<file path="src/rtl/fft_pkg.sv">
// Shared defaults and state encoding for the radix-2 FFT stage scheduler.
package fft_pkg;
  localparam int DEF_LOG2N    = 5;
  localparam int DEF_PIPE_LAT = 9;
  localparam int DEF_N        = 1 << DEF_LOG2N;
  localparam int DEF_HALF_N   = DEF_N / 2;

  typedef enum logic [1:0] {IDLE, ISSUE, DRAIN, DONE} state_t;
endpackage

</file>
<file path="src/rtl/fft_bfly_addr.sv">
// Decimation-in-frequency butterfly address unit: (stage, k) -> upper/lower leg and twiddle address.
module fft_bfly_addr import fft_pkg::*; #(
  parameter int LOG2N = DEF_LOG2N
) (
  input  logic [2:0]       i_stage,
  input  logic [LOG2N-2:0] i_k,
  output logic [LOG2N-1:0] o_mema,
  output logic [LOG2N-1:0] o_memb,
  output logic [LOG2N-2:0] o_twiddle
);
  localparam logic [LOG2N-2:0] K_ONE     = 1;
  localparam logic [LOG2N-1:0] A_ONE     = 1;
  localparam logic [2:0]       TOP_SHIFT = 3'(LOG2N - 1);

  logic [2:0]       w_shift;
  logic [LOG2N-2:0] w_posMask;
  logic [LOG2N-2:0] w_pos;
  logic [LOG2N-2:0] w_groupBits;
  logic [LOG2N-1:0] w_span;

  assign w_shift     = TOP_SHIFT - i_stage;
  // In stage 0 the shifted one falls off the top, so the subtraction still gives span-1 = N/2-1.
  assign w_posMask   = (K_ONE << w_shift) - K_ONE;
  assign w_pos       = i_k & w_posMask;
  assign w_groupBits = i_k & ~w_posMask;
  assign w_span      = A_ONE << w_shift;

  // group*span with the pos bits cleared, doubled by one more shift, then pos re-inserted.
  assign o_mema    = {w_groupBits, 1'b0} | {1'b0, w_pos};
  assign o_memb    = o_mema | w_span;
  assign o_twiddle = w_pos << i_stage;
endmodule

</file>
<file path="src/rtl/fft_stage_scheduler.sv">
// Stage-by-stage radix-2 FFT sequencer: issues one butterfly per cycle, drains the pipeline between stages.
module fft_stage_scheduler import fft_pkg::*; #(
  parameter int LOG2N    = DEF_LOG2N,
  parameter int PIPE_LAT = DEF_PIPE_LAT
) (
  input  logic             clk,
  input  logic             clr,
  input  logic             start_fft,
  output logic             busy,
  output logic             fft_done,
  output logic [2:0]       stage,
  output logic             bank_select,
  output logic [LOG2N-1:0] mema_address,
  output logic [LOG2N-1:0] memb_address,
  output logic [LOG2N-2:0] twiddle_address,
  output logic             rd_valid,
  output logic             mem_write,
  output logic [LOG2N-1:0] wr_mema_address,
  output logic [LOG2N-1:0] wr_memb_address
);
  localparam int               DW         = $clog2(PIPE_LAT + 1);
  localparam logic [2:0]       LAST_STAGE = 3'(LOG2N - 1);
  localparam logic [2:0]       STAGE_ONE  = 3'd1;
  localparam logic [LOG2N-2:0] K_ONE      = 1;
  localparam logic [LOG2N-2:0] K_LAST     = '1;
  localparam logic [DW-1:0]    DRAIN_ONE  = 1;
  localparam logic [DW-1:0]    DRAIN_LAST = DW'(PIPE_LAT - 1);

  typedef struct packed {
    logic             valid;
    logic [LOG2N-1:0] mema;
    logic [LOG2N-1:0] memb;
  } wr_slot_t;

  state_t           r_state;
  logic [2:0]       r_stage;
  logic [LOG2N-2:0] r_k;
  logic [DW-1:0]    r_drain;
  logic             r_busy;
  logic             r_done;
  logic             r_bank;
  logic             r_rdValid;
  logic [LOG2N-1:0] r_mema;
  logic [LOG2N-1:0] r_memb;
  logic [LOG2N-2:0] r_twiddle;
  wr_slot_t         r_wrPipe [PIPE_LAT];

  logic [2:0]       w_nextStage;
  logic [LOG2N-2:0] w_nextK;
  logic [LOG2N-1:0] w_mema;
  logic [LOG2N-1:0] w_memb;
  logic [LOG2N-2:0] w_twiddle;

  // Addresses are computed for the butterfly about to be issued so they can be registered.
  always_comb begin
    w_nextStage = r_stage;
    w_nextK     = r_k + K_ONE;
    if (r_state == IDLE) begin
      w_nextStage = '0;
      w_nextK     = '0;
    end else if (r_state == DRAIN) begin
      w_nextStage = r_stage + STAGE_ONE;
      w_nextK     = '0;
    end
  end

  fft_bfly_addr #(.LOG2N(LOG2N)) u_bflyAddr (
    .i_stage   (w_nextStage),
    .i_k       (w_nextK),
    .o_mema    (w_mema),
    .o_memb    (w_memb),
    .o_twiddle (w_twiddle)
  );

  always_ff @(posedge clk or posedge clr) begin
    if (clr) begin
      r_state   <= IDLE;
      r_stage   <= '0;
      r_k       <= '0;
      r_drain   <= '0;
      r_busy    <= 1'b0;
      r_done    <= 1'b0;
      r_bank    <= 1'b0;
      r_rdValid <= 1'b0;
      r_mema    <= '0;
      r_memb    <= '0;
      r_twiddle <= '0;
    end else begin
      r_done <= 1'b0;
      unique case (r_state)
        IDLE: begin
          if (start_fft) begin
            r_state   <= ISSUE;
            r_stage   <= w_nextStage;
            r_k       <= w_nextK;
            r_bank    <= 1'b0;
            r_busy    <= 1'b1;
            r_rdValid <= 1'b1;
            r_mema    <= w_mema;
            r_memb    <= w_memb;
            r_twiddle <= w_twiddle;
          end
        end
        ISSUE: begin
          r_k <= w_nextK;
          if (r_k == K_LAST) begin
            r_state   <= DRAIN;
            r_drain   <= '0;
            r_rdValid <= 1'b0;
          end else begin
            r_mema    <= w_mema;
            r_memb    <= w_memb;
            r_twiddle <= w_twiddle;
          end
        end
        DRAIN: begin
          if (r_drain != DRAIN_LAST) begin
            r_drain <= r_drain + DRAIN_ONE;
          end else if (r_stage == LAST_STAGE) begin
            r_state <= DONE;
            r_done  <= 1'b1;
          end else begin
            r_state   <= ISSUE;
            r_stage   <= w_nextStage;
            r_k       <= w_nextK;
            r_bank    <= ~r_bank;
            r_rdValid <= 1'b1;
            r_mema    <= w_mema;
            r_memb    <= w_memb;
            r_twiddle <= w_twiddle;
          end
        end
        DONE: begin
          r_state <= IDLE;
          r_busy  <= 1'b0;
        end
        default: r_state <= IDLE;
      endcase
    end
  end

  // Read-side valid and addresses travel PIPE_LAT cycles to line up with the butterfly result.
  always_ff @(posedge clk or posedge clr) begin
    if (clr) begin
      for (int i = 0; i < PIPE_LAT; i++) r_wrPipe[i] <= '0;
    end else begin
      r_wrPipe[0] <= {r_rdValid, r_mema, r_memb};
      for (int i = 1; i < PIPE_LAT; i++) r_wrPipe[i] <= r_wrPipe[i-1];
    end
  end

  assign busy            = r_busy;
  assign fft_done        = r_done;
  assign stage           = r_stage;
  assign bank_select     = r_bank;
  assign mema_address    = r_mema;
  assign memb_address    = r_memb;
  assign twiddle_address = r_twiddle;
  assign rd_valid        = r_rdValid;
  assign mem_write       = r_wrPipe[PIPE_LAT-1].valid;
  assign wr_mema_address = r_wrPipe[PIPE_LAT-1].mema;
  assign wr_memb_address = r_wrPipe[PIPE_LAT-1].memb;
endmodule
</file>
<file path="config.mk">
export PLATFORM = sky130hd
export DESIGN_NAME = fft_stage_scheduler
export DESIGN_NICKNAME = d
export VERILOG_FILES = /design/src/rtl/fft_pkg.sv /design/src/rtl/fft_bfly_addr.sv /design/src/rtl/fft_stage_scheduler.sv
export SDC_FILE = /design/constraint.sdc
export NUM_CORES = 1
export LEC_CHECK = 0
export ABC_CLOCK_PERIOD_IN_PS = 7400
export CAP_MARGIN = 10
export CORE_MARGIN = 8
export CORE_UTILIZATION = 28
export CTS_CLUSTER_DIAMETER = 30
export DETAILED_ROUTE_END_ITERATION = 7
export GPL_TIMING_DRIVEN = 1
export MAX_ROUTING_LAYER = met4
export PLACE_DENSITY = 0.47
export SYNTH_ARGS = -nofsm -noshare
export SYNTH_HDL_FRONTEND = slang
export SYNTH_SLANG_ARGS = --single-unit
export TNS_END_PERCENT = 10
</file>
<file path="constraint.sdc">
create_clock -name clk -period 7.4 [get_ports clk]
set_input_delay 1.48 -clock clk [delete_from_list [all_inputs] [get_ports clk]]
set_output_delay 1.48 -clock clk [all_outputs]
set_load 0.005 [all_outputs]
</file>
==> flow_summary.json <==
{
  "required_ns": 7.74,
  "power_uw": 1506,
  "placedCellCount": 505,
  "firstDrtPassIters": 4,
  "clk_transition_reported_paths_ns": 0.05,
  "maxSlewViolCount": 0,
  "syn_area_per_cell_um2": 14.38,
  "relSlewSlack_pct": 39.14,
  "syn_inst": 301,
  "p_int_uw": 1206,
  "pwr-share-clk_pct": 51.6,
  "final_cell_mix": "130 x dfrtp_1, 34 x clkdlybuf4s50_1, 19 x o21ai_0, 19 x nand2_1, 19 x nor2_1",
  "p_switching_uw": 300.5,
  "worstPathArrival_ns": 4.21,
  "start_kind": "flop",
  "final_util_pct": 35.27,
  "rsz0062_at_grt": "no",
  "clock_skew_ns": 0.008085,
  "crit_fanout": 26,
  "cts_tree": "done",
  "syn_area_um2": 4329,
  "post-cts-setup-buffers": 0,
  "min_path_type": "reg2reg",
  "final.setup.tns_ns": 0,
  "wl_per_cell_um": 13.75,
  "grt-ovfl-total": 0,
  "synth_edf_count": 0,
  "final.min_clock_period_ns": 3.873,
  "clockBufferDepth": 2,
  "nets": 347,
  "num_antenna_cells": 0,
  "hold_viol": 0,
  "ys.flop_type": "dfrtp_1",
  "placementRows": 45,
  "cp-end-kind": "flop",
  "ant_nets": 0,
  "route.vias.total": 2299,
  "pwr-share-comb_pct": 1.1,
  "fmax_ghz": 0.2582,
  "placed_cell_area_um2": 4788,
  "wirelength_um": 7371,
  "yosysSeqAreaShare_pct": 75.14,
  "final-instance-count-excl-fill": 536,
  "ir_drop_mv": 0.1403,
  "post-route-period-util_pct": 52.33,
  "antenna_found_initial": 0,
  "place_hpwl_um": 4580,
  "layout-area-overhead-vs-synth_pct": 23.38,
  "p_per_area_nw_per_um2": 282.0,
  "swShare_pct": 19.96,
  "grt_usage_pct": 8.340,
  "synth_fp_nets": 312,
  "cts-buffers-inserted": 17,
  "drive_above_1_share_pct": 10.34,
  "async_reset_ff_share_pct": 100.0,
  "grt_max_degree": 74,
  "io_buffers": 34,
  "vias_per_cell": 4.289,
  "yosysWarnings": 0,
  "ios": 35,
  "leakage_uw": 0.002300,
  "first_iter_violations": 120,
  "cts.sinks": 130,
  "drv_cap": 0,
  "die-height_um": 140.3,
  "grt_first_pass_wirelength_um": 12450,
  "worst_pin_slew_ns": 0.9129,
  "die_area_um2": 19700,
  "design_area_um2": 5341,
  "power_frac_seq_pct": 47.3,
  "die_x_um": 140.3,
  "setup_violations": 0,
  "globalplace.congestion": 0.9009,
  "start_util_pct": 28.58,
  "synth_cell_types": 48,
  "synth.ff_latch_count": 130,
  "layout_commonest_cell": "dfrtp_1",
  "crit_type": "reg2reg",
  "core_um2": 15150,
  "cts_resized": 0,
  "root_buffer": "clkbuf_16",
  "drc": 0,
  "htree_levels": 4,
  "hold_buffers": 0,
  "clk_latency_ns": 0.40,
  "outcome": "finished clean",
  "grt_pass1_vias": 2382
}
==> flip-flops by register name (all words and copies together) (netlist names), 4 cells and up <==
name,flops
mema_address,5
memb_address,5
r_drain,4
r_k,4
r_wrPipe,88
twiddle_address,4
wr_mema_address,5
wr_memb_address,5
==> cell usage after synthesis (2+ instances only) <==
cell | count | area share (%)
dfrtp_1 | 130 | 75
nor2b_1 | 3 | 0.43
a21o_1 | 3 | 0.52
a21oi_1 | 9 | 1.0
mux2i_1 | 4 | 0.92
xnor2_1 | 2 | 0.40
buf_2 | 5 | 0.58
nand4_1 | 2 | 0.29
ha_1 | 8 | 2.3
inv_1 | 11 | 0.95
o21ai_1 | 2 | 0.23
nand3b_1 | 2 | 0.35
nand3_1 | 5 | 0.58
nand2b_1 | 5 | 0.72
nor2_1 | 19 | 1.6
o21ai_0 | 19 | 2.2
a22oi_1 | 2 | 0.35
a22o_1 | 4 | 0.81
nand2_1 | 19 | 1.6
o31ai_1 | 2 | 0.35
a211o_1 | 2 | 0.40
o21a_1 | 2 | 0.35
buf_4 | 11 | 1.9
or2_2 | 2 | 0.29
xor2_1 | 2 | 0.40
clkbuf_1 | 2 | 0.17
a31oi_1 | 3 | 0.43
==> stage by stage <==
step	setup slack, ns	hold WS (ns)
final	3.527	0.3418
after global routing	3.249	0.3496
after CTS	3.575	0.3417
after detailed placement	3.587	0.3347
after global placement	3.710	0.3325
after floorplan	2.451	0.3312
==> path summary, 6_finish.rpt <==
| check | startpoint | endpoint | slack (ns) | cells after the start |
|---|---|---|---|---|
| setup / recovery | r_state[0] | twiddle_address[3] | 3.53 | 11 |
| hold / removal | r_wrPipe[80] | r_wrPipe[69] | 0.34 | 0 |
| setup reg to reg | r_state[0] | twiddle_address[3] | 3.53 | 11 |
| hold reg to reg | r_wrPipe[80] | r_wrPipe[69] | 0.34 | 0 |
| max in group asynchronous | clr | rd_valid | 4.51 | 3 |
| min in group asynchronous | clr | r_wrPipe[15] | 1.55 | 2 |
==> logic make-up after synthesis <==
kind of cell               after synthesis  share of synthesized area [%]
AOI/OAI and AO/OA                       58                          8.815
xor gates and xnor gates                 4                         0.8094
adders and majority gates                8                          2.312
buffers and inverters                   31                          3.959
DFF                                    130                          75.14
muxes                                    5                          1.185
and+or+nand+nor                         65                          7.775
==> per-layer routing <==
layer	GRT usage [%]	vias up	part of all wire, %
li1	-	1078	-
met1	10.14	1149	47
met3	3.942	6	5.7
met2	11.82	66	46
met5	-	-	0
met4	3.086	0	0.92
==> cell type report <==
class / count / area, um2
multi-input cells: 140 / 904.6
clock inverters: 10 / 112.6
fillers: 1446 / 9804
repair buffers: 35 / 347.8
flip-flops and latches: 130 / 3253
well taps: 188 / 235.2
inverters: 12 / 47.55
clock buffers: 21 / 440.4
==> critical path, stage by stage, from the launching register on <==
cell and delay, ns:
dfrtp_1 0.65, nor2b_1 0.67, o21ai_0 0.25, and2_1 0.26
ha_1 0.36, or3b_2 0.51, ha_1 0.32, nor2b_1 0.19
mux2i_1 0.10, nand2b_1 0.16, mux2i_1 0.16, a32o_1 0.17
==> power by group through the flow <==
stage / logic (uW) / clock network [uW] / registers, uW
5_1_grt: 19.6 / 837 / 712
2_1_floorplan: 11.0 / 0 / 724
6_report: 16.3 / 778 / 712
4_1_cts: 17.8 / 802 / 712
3_3_place_gp: 17.3 / 0 / 724
3_5_place_dp: 17.7 / 0 / 724
Power figures use the tool's default switching activity.
